### src/rtl/sap1_pkg.sv
// Shared SAP-1 definitions: program-memory geometry, loader state encoding
// and the opcode constants used by the control unit and the loader bench.
package sap1_pkg;

  localparam int DEPTH       = 16;
  localparam int ADDR_W      = 4;
  localparam int DATA_W      = 8;
  localparam int SYNC_STAGES = 2;

  typedef enum logic [1:0] {
    ST_RUN,
    ST_LOAD,
    ST_FULL,
    ST_RELEASE
  } load_state_t;

  localparam logic [3:0] OP_LDA = 4'h0;
  localparam logic [3:0] OP_ADD = 4'h1;
  localparam logic [3:0] OP_SUB = 4'h2;
  localparam logic [3:0] OP_OUT = 4'hE;
  localparam logic [3:0] OP_HLT = 4'hF;

  function automatic logic [DATA_W-1:0] make_instr(input logic [3:0] opcode,
                                                   input logic [3:0] operand);
    return {opcode, operand};
  endfunction

endpackage

### src/rtl/sap1_program_loader_if.sv
// Bundle of loader pins and CPU read port; master is the pin/CPU side,
// slave is the program loader itself.
interface sap1_program_loader_if;
  import sap1_pkg::*;

  logic              load_mode;
  logic              wr_strobe;
  logic [DATA_W-1:0] wr_data;
  logic              readEnable;
  logic [ADDR_W-1:0] readAddress;
  logic [DATA_W-1:0] dataOut;
  logic              cpu_hold;
  logic [ADDR_W-1:0] load_addr;
  logic              load_done;
  logic              overflow_err;

  modport master (
    output load_mode, wr_strobe, wr_data, readEnable, readAddress,
    input  dataOut, cpu_hold, load_addr, load_done, overflow_err
  );

  modport slave (
    input  load_mode, wr_strobe, wr_data, readEnable, readAddress,
    output dataOut, cpu_hold, load_addr, load_done, overflow_err
  );

endinterface

### src/rtl/sap1_sync_edge.sv
// Multi-flop synchronizer for an asynchronous pin plus a registered
// rising-edge pulse of the synchronized level.
module sap1_sync_edge #(
  parameter int STAGES = 2
) (
  input  logic clk,
  input  logic rst,
  input  logic async_in,
  output logic level,
  output logic rise
);

  logic [STAGES-1:0] chain;
  logic              prev;

  // The edge pulse is registered, so a pin edge first sampled at edge N
  // produces a one-cycle pulse visible to the consumer at edge N+STAGES+1.
  always_ff @(posedge clk or posedge rst) begin
    if (rst) begin
      chain <= '0;
      prev  <= 1'b0;
      rise  <= 1'b0;
    end else begin
      chain <= {chain[STAGES-2:0], async_in};
      prev  <= chain[STAGES-1];
      rise  <= chain[STAGES-1] & ~prev;
    end
  end

  assign level = chain[STAGES-1];

endmodule

### src/rtl/sap1_program_loader.sv
// SAP-1 program RAM with a pin-driven byte loader; holds the CPU in reset
// while loading and serves ROM-compatible registered reads otherwise.
module sap1_program_loader
  import sap1_pkg::*;
(
  input  logic                 clk,
  input  logic                 rst,
  sap1_program_loader_if.slave bus
);

  logic load_sync;
  logic load_rise_unused;
  logic strobe_level_unused;
  logic strobe_rise;

  sap1_sync_edge #(.STAGES(SYNC_STAGES)) u_load_sync (
    .clk      (clk),
    .rst      (rst),
    .async_in (bus.load_mode),
    .level    (load_sync),
    .rise     (load_rise_unused)
  );

  sap1_sync_edge #(.STAGES(SYNC_STAGES)) u_strobe_sync (
    .clk      (clk),
    .rst      (rst),
    .async_in (bus.wr_strobe),
    .level    (strobe_level_unused),
    .rise     (strobe_rise)
  );

  load_state_t       state, next_state;
  logic [DATA_W-1:0] mem [DEPTH];
  logic [ADDR_W-1:0] load_addr;
  logic              load_done;
  logic              overflow_err;
  logic [DATA_W-1:0] data_out;
  logic              cpu_hold;
  logic              last_word;
  logic              do_write;
  logic              start_load;
  logic              flag_overflow;

  assign last_word = (load_addr == ADDR_W'(DEPTH - 1));
  assign cpu_hold  = (state != ST_RUN);

  always_ff @(posedge clk or posedge rst) begin
    if (rst) begin
      state <= ST_RUN;
    end else begin
      state <= next_state;
    end
  end

  // Dropping load_mode takes priority over a coincident strobe, so the
  // last byte of an aborted load is discarded rather than half-committed.
  always_comb begin
    next_state    = state;
    do_write      = 1'b0;
    start_load    = 1'b0;
    flag_overflow = 1'b0;
    case (state)
      ST_RUN: begin
        if (load_sync) begin
          next_state = ST_LOAD;
          start_load = 1'b1;
        end
      end
      ST_LOAD: begin
        if (!load_sync) begin
          next_state = ST_RELEASE;
        end else if (strobe_rise) begin
          do_write = 1'b1;
          if (last_word) begin
            next_state = ST_FULL;
          end
        end
      end
      ST_FULL: begin
        if (!load_sync) begin
          next_state = ST_RELEASE;
        end else if (strobe_rise) begin
          flag_overflow = 1'b1;
        end
      end
      ST_RELEASE: next_state = ST_RUN;
      default:    next_state = ST_RUN;
    endcase
  end

  always_ff @(posedge clk or posedge rst) begin
    if (rst) begin
      load_addr    <= '0;
      load_done    <= 1'b0;
      overflow_err <= 1'b0;
    end else if (start_load) begin
      load_addr    <= '0;
      load_done    <= 1'b0;
      overflow_err <= 1'b0;
    end else begin
      if (do_write) begin
        load_addr <= last_word ? '0 : load_addr + 1'b1;
        if (last_word) begin
          load_done <= 1'b1;
        end
      end
      if (flag_overflow) begin
        overflow_err <= 1'b1;
      end
    end
  end

  always_ff @(posedge clk or posedge rst) begin
    if (rst) begin
      for (int i = 0; i < DEPTH; i++) begin
        mem[i] <= '0;
      end
    end else if (do_write) begin
      mem[load_addr] <= bus.wr_data;
    end
  end

  // Reads are blanked while the CPU is held, which also rules out a
  // same-cycle read/write collision on one address.
  always_ff @(posedge clk or posedge rst) begin
    if (rst) begin
      data_out <= '0;
    end else if (bus.readEnable) begin
      data_out <= cpu_hold ? '0 : mem[bus.readAddress];
    end
  end

  assign bus.dataOut      = data_out;
  assign bus.cpu_hold     = cpu_hold;
  assign bus.load_addr    = load_addr;
  assign bus.load_done    = load_done;
  assign bus.overflow_err = overflow_err;

endmodule

### src/flat_wrapper.sv
// flat-port wrapper written by rule: the top's interface ports become plain ports
module sap1_program_loader_flat import sap1_pkg::*;
  (clk, rst, bus_load_mode, bus_wr_strobe, bus_wr_data, bus_readEnable, bus_readAddress, bus_dataOut, bus_cpu_hold, bus_load_addr, bus_load_done, bus_overflow_err);
  sap1_program_loader_if bus_i ();
  input  logic clk;
  input  logic rst;
  input wire logic [$bits(bus_i.load_mode)-1:0] bus_load_mode;
  input wire logic [$bits(bus_i.wr_strobe)-1:0] bus_wr_strobe;
  input wire logic [$bits(bus_i.wr_data)-1:0] bus_wr_data;
  input wire logic [$bits(bus_i.readEnable)-1:0] bus_readEnable;
  input wire logic [$bits(bus_i.readAddress)-1:0] bus_readAddress;
  output wire logic [$bits(bus_i.dataOut)-1:0] bus_dataOut;
  output wire logic [$bits(bus_i.cpu_hold)-1:0] bus_cpu_hold;
  output wire logic [$bits(bus_i.load_addr)-1:0] bus_load_addr;
  output wire logic [$bits(bus_i.load_done)-1:0] bus_load_done;
  output wire logic [$bits(bus_i.overflow_err)-1:0] bus_overflow_err;
  assign bus_i.load_mode = bus_load_mode;
  assign bus_i.wr_strobe = bus_wr_strobe;
  assign bus_i.wr_data = bus_wr_data;
  assign bus_i.readEnable = bus_readEnable;
  assign bus_i.readAddress = bus_readAddress;
  assign bus_dataOut = bus_i.dataOut;
  assign bus_cpu_hold = bus_i.cpu_hold;
  assign bus_load_addr = bus_i.load_addr;
  assign bus_load_done = bus_i.load_done;
  assign bus_overflow_err = bus_i.overflow_err;
  sap1_program_loader u_core (.clk(clk), .rst(rst), .bus(bus_i));
endmodule
### config.mk
export PLATFORM = sky130hd
export DESIGN_NAME = sap1_program_loader_flat
export DESIGN_NICKNAME = d
export VERILOG_FILES = /design/src/rtl/sap1_pkg.sv /design/src/rtl/sap1_program_loader_if.sv /design/src/rtl/sap1_sync_edge.sv /design/src/rtl/sap1_program_loader.sv /design/src/flat_wrapper.sv
export SDC_FILE = /design/constraint.sdc
export NUM_CORES = 1
export LEC_CHECK = 0
export ABC_AREA = 1
export CAP_MARGIN = 20
export CORE_MARGIN = 3
export CORE_UTILIZATION = 30
export CTS_CLUSTER_SIZE = 28
export DETAILED_ROUTE_END_ITERATION = 10
export PLACE_DENSITY_LB_ADDON = 0.15
export SLEW_MARGIN = 20
export SYNTH_ARGS = -nofsm -noshare
export SYNTH_HDL_FRONTEND = slang
export SYNTH_SLANG_ARGS = --single-unit
### constraint.sdc
create_clock -name clk -period 7.1 [get_ports clk]
set_clock_uncertainty 0.1 [all_clocks]
set_input_delay 1.775 -clock clk [delete_from_list [all_inputs] [get_ports clk]]
set_output_delay 1.775 -clock clk [all_outputs]
set_load 0.005 [all_outputs]
Word-level counts from Yosys, hierarchy flattened. Index checks and enable logic that the tools add are counted.

$add $sub $neg: 1. Order comparisons: 3. Reduce and logical (&&, ||, !) cells: 8. Equal/unequal tests: 8. Mux-type cells: 27. Bitwise gates (word level): 4.

Operator list (count): $bwmux W128 (1); $bmux W8 S4 (1); $demux W8 S4 (1); $mux W8 (4); $mux W4 (3); $mux W1 (11); $ge A5 B5 Y1 const B (2); $mux W2 (5); $not A4 Y5 (2); $pmux W2 S4 (1); $reduce_bool A2 Y1 (4); $lt A5 B1 Y1 const B (1); $add A4 B1 Y4 const B (1); $eq A2 B2 Y1 const B (2); $eq A4 B4 Y1 const B (1); $ne A2 B2 Y1 const B (2); $reduce_and A4 Y1 (1); $ne A3 B2 Y1 const B (1); $ne A3 B3 Y1 const B (1); $eq A2 B1 Y1 const B (1); $logic_not A2 Y1 (1); $reduce_and A2 Y1 (1); $and A1 B1 Y1 (1); $logic_and A1 B1 Y1 (1); $not A1 Y1 (1).

Word-level logic and storage cells: 76. Input port bits: 17. Register bits: 150.

Longest topological paths before layout.
Depth in word-level cells: 6. Depth in mapped cells: 9. Gate-level depth less buffers: 9.

Cells and area by module. From an unflattened synthesis, not the netlist that was laid out.

Cells, all modules: 964. Area, all modules: 7588.5 µm².

Modules (own cells, without submodules): sap1_program_loader (cells an instance 950, area an instance 7360.8 µm², instances 1); sap1_sync_edge (cells an instance 7, area an instance 113.9 µm², instances 2).

Least setup slack after synthesis. Ideal clock, no wire load.

Path kind: input-to-reg. From: input bus_readAddress[2]. To: register u_core.data_out[6], in the netlist u_core.bus.dataOut[6]. Slack: 4.223 ns. Stages on the path: 8. Path buffers: 2. Data arrival time: 2.661 ns. Path through: clkbuf_1 inv_1 clkbuf_1 nand3_1 nand3_1 nand2_1 nand2_1 nand2_1.

Word-level cells in the longest chain between the ends: 5.

RTL lines: start, declared (line flat_wrapper.sv:11) `input wire logic [$bits(bus_i.readAddress)-1:0] bus_readAddress;`; $not A4 Y5 (implied by the code) (line sap1_program_loader.sv:129) `data_out <= cpu_hold ? '0 : mem[bus.readAddress];`; $bmux W8 S4 (line sap1_program_loader.sv:129); $mux W8 (implied by the code) (2 in series) (line sap1_program_loader.sv:129); $mux W8 (line sap1_program_loader.sv:129); end signal, assigned (line sap1_program_loader.sv:129); end, declared (line sap1_program_loader.sv:37) `logic [DATA_W-1:0] data_out;`.

No other way between the ends. The select of a mux whose other input is x is not followed. A chain may end at the register's enable or synchronous reset.

Worst setup path after layout.
From: register u_core.state[0]. To: output bus_cpu_hold.

Word-level cells in the longest chain between the ends: 1.

RTL lines: start, declared (line sap1_program_loader.sv:32) `load_state_t state, next_state;`; start signal, assigned (line sap1_program_loader.sv:51) `state <= next_state;`; $reduce_bool A2 Y1 (line sap1_program_loader.sv:45) `assign cpu_hold = (state != ST_RUN);`; end, declared (line flat_wrapper.sv:13) `output wire logic [$bits(bus_i.cpu_hold)-1:0] bus_cpu_hold;`.

No other way between the ends.

==> summary.md <==
| Metric | Value |
|---|---|
| Critical path arrival | `1910 ps` |
| Worst-path clk slew | `roughly 60 ps` |
| Total die area | `27000 sq um` |
| Slew @ Worst Pin | `833 ps` |
| Total CTS buffers | `17` |
| Fmax | `264 MHz` |
| Crit share post-route | `0.534` |
| CP delay by family, top | `buffers and inverters` |
| Core Region | `about 24000 sq um` |
| Final setup vio count | `0` |
| Final Hold Fails | `0` |
| Seq pwr share | `0.438` |
| DP Wirelength | `approximately 13 mm` |
| Min Tclk post-route | `3790 ps` |
| Pwr/cell area | `roughly 260 nW/um^2` |
| Input/output buffers | `31` |
| Ys flop type | `dfrtp_1` |
| Max-slew violations | `0` |
| Vias | `5843` |
| Critical path, cell by cell | `inv_1, ha_1, inv_1, clkdlybuf4s50_1` |
| Worst setup path category | `reg -> out` |
| Net switching power | `629 uW` |
| Setup TNS | `0 ps` |
| CTS root buffer | `clkbuf_16` |
| 1st-iter DRT viols | `roughly 450` |
| Avg WL per Cell | `approximately 16 microns` |
| Seq/Total Area, Yosys | `0.500` |
| Clock power frac | `0.404` |
| Maximum clock insertion buffer count | `2` |
| Crit path launch type | `flip-flop` |
| Logic pwr share | `0.158` |
| Setup slack after layout | `3310 ps` |
| Leading area contributor after synthesis | `dfrtp_1` |
| Data required, critical path | `5220 ps` |
| Crit. End Element | `output pin` |
| Max incr delay on CP | `around 470 ps` |
| TritonRoute pass-1 iters | `5` |
| Routability congestion estimate | `0.771` |
| WL final | `20.5 mm` |
| Outcome | `finished clean` |
| Synth Register Bits | `150` |
| Layout cells sized above 1 | `0.0658` |
| Post_cts resized | `0` |
| Post-synth EDFFs | `0` |
| LEAKAGE | `4.35 nW` |
| Post-synth top cells | `nand2_1 (297), inv_1 (158), dfrtp_1 (150)` |
| Gr usage total | `0.162` |
| Antenna diodes | `0` |
| Worst path most repeated cell | `inv_1` |
| Detail Route Antenna Nets | `0` |
| Max Cap Viol | `0` |
| Std-Cell Rows | `57` |
| Chip Width | `between 150 and 200 microns` |
| Fin util | `0.351` |
| CTS Sinks | `150` |
| H-tree levels | `4` |
| Most numerous cell in the Yosys netlist | `nand2_1` |
| Mapped Area | `7510 sq um` |
| Vias in the first global route | `about 5.7k` |
| Overflow after GRT | `0` |
| Total Nets Final | `between 900 and 1k` |
| Initial Utilization | `0.307` |
| Worst rel slew slack | `0.441` |
| Min Hold Slack | `250 ps` |
| Clock Latency Late Sink | `420 ps` |
| Slowest stage cell, crit path | `clkdlybuf4s50_1` |
| I/O pin total | `32` |
| Post-CTS Setup Inserts | `0` |
| Pre-CTS setup slack | `2890 ps` |
| Ranking of synthesized cells by area | `dfrtp_1 (50%), nand2_1 (15%), o21ai_0 (8.2%)` |
| Sw frac | `0.285` |
| Post-Syn Area per Cell | `approximately 8 sq um` |
| First-pass GRT wire length | `33.4 mm` |
| Initial antenna violation count | `0` |
| Ys Warns | `0` |
| CP Max Fanout | `5` |
| Area Overhead vs Synth | `14.2%` |
| Vias/cell | `4.51` |
| Internal power | `about 1.6 mW` |
| Buf/Inv on CP | `3` |
| Post-Syn Nets | `a little under 1k` |
| RSZ-0062 raised after global routing | `false` |
| CTS tree | `built` |
| Residual DRC | `0` |
| Ys async rst share | `1.00` |
| Post-synth cell types | `27` |
| Worst hold path type | `reg -> reg` |
| Number of hold buffers added after cts | `0` |
| Largest net degree at the start of global routing | `69` |
| Die H | `164 microns` |
| Post-Syn Instances | `953` |
| Top cell type's share of synthesized area | `0.500` |
| Worst VDD drop | `between 0.1 and 0.15 mV` |
| Fill cells | `2581` |
==> worst reg2reg max path, cell delays in order, from the launching register on <==
cell	delay, ps
dfrtp_1	380
inv_1	150
ha_1	240
nand3_4	290
nor2_1	280
nand3_1	520
o21ai_0	380
==> per-layer routing <==
layer	wire [microns]	vias up	track usage
met5	0	-	0
met4	293	0	0.0411
met3	629	17	0.0288
met2	9310	85	0.249
met1	10300	2773	0.237
li1	-	2968	-
==> flip-flops by register name, indices dropped and copies added (netlist names) <==
signal	cells
u_core.bus.dataOut	8
u_core.bus.load_addr	4
u_core.bus.load_done	1
u_core.bus.overflow_err	1
u_core.mem	128
u_core.state	2
u_core.u_load_sync.chain	2
u_core.u_strobe_sync.chain	2
u_core.u_strobe_sync.prev	1
u_core.u_strobe_sync.rise	1
==> metrics by stage <==
stage          power, mW  std cells  area (sq um)
2_1_floorplan       1.19        953          7510
6_report            2.21       1296          8570
3_5_place_dp        1.34       1264          7970
4_1_cts             2.24       1295          8550
3_3_place_gp        1.34       1264          7970
5_1_grt             2.34       1296          8570
==> power by group through the flow <==
stage / sequential (mW) / clock, mW / combinational [mW]
after floorplan: 0.975 / 0 / 0.216
after global placement: 0.985 / 0 / 0.354
after global routing: 0.978 / 0.952 / 0.405
after CTS: 0.970 / 0.916 / 0.357
final: 0.969 / 0.892 / 0.350
after detailed placement: 0.985 / 0 / 0.355
==> cell type report <==
type	instances	area, sq um	share of cell area
Sequential cell	150	3750	0.438
Multi-Input combinational cell	589	2840	0.331
Inverter	164	623	0.0727
Clock buffer	19	443	0.0517
Tap cell	324	405	0.0473
Timing Repair Buffer	38	378	0.0441
Clock inverter	12	131	0.0153
==> layout by cell type (no fill, tap or decap), types with 5 or more instances in the layout <==
cell,synthesis,final
dfrtp_1,150,150
inv_2,5,5
nand2_1,297,297
nor3_4,6,6
ha_1,9,9
o21ai_0,123,123
clkdlybuf4s50_1,0,30
nor2_1,5,5
o21ai_1,13,13
clkbuf_16,0,17
buf_4,7,6
nand3_1,117,117
inv_1,158,156
==> kinds of logic after synthesis <==
| logic type | after synthesis | synth area share |
|---|---|---|
| buf+inv | 214 | 0.122 |
| compound gates | 140 | 0.0938 |
| simple gates | 439 | 0.268 |
| xor+xnor | 1 | 0.00117 |
| flops | 150 | 0.500 |
| fa+ha+maj | 9 | 0.0150 |
==> worst paths after layout <==
path                                                 endpoint  slack [ps]  depth (start not counted)                           from
worst max-delay path                             bus_cpu_hold        3310                          4                u_core.state[0]
worst min-delay path            u_core.u_strobe_sync.chain[1]         250                          0  u_core.u_strobe_sync.chain[0]
worst max register to register                u_core.mem[100]        4670                          6                u_core.state[1]
worst min register to register  u_core.u_strobe_sync.chain[1]         250                          0  u_core.u_strobe_sync.chain[0]
max in group asynchronous                      u_core.mem[28]        4130                          3                            rst
min in group asynchronous                      u_core.mem[65]        1730                          2                            rst
No activity file was read; power rests on OpenSTA's default activity.
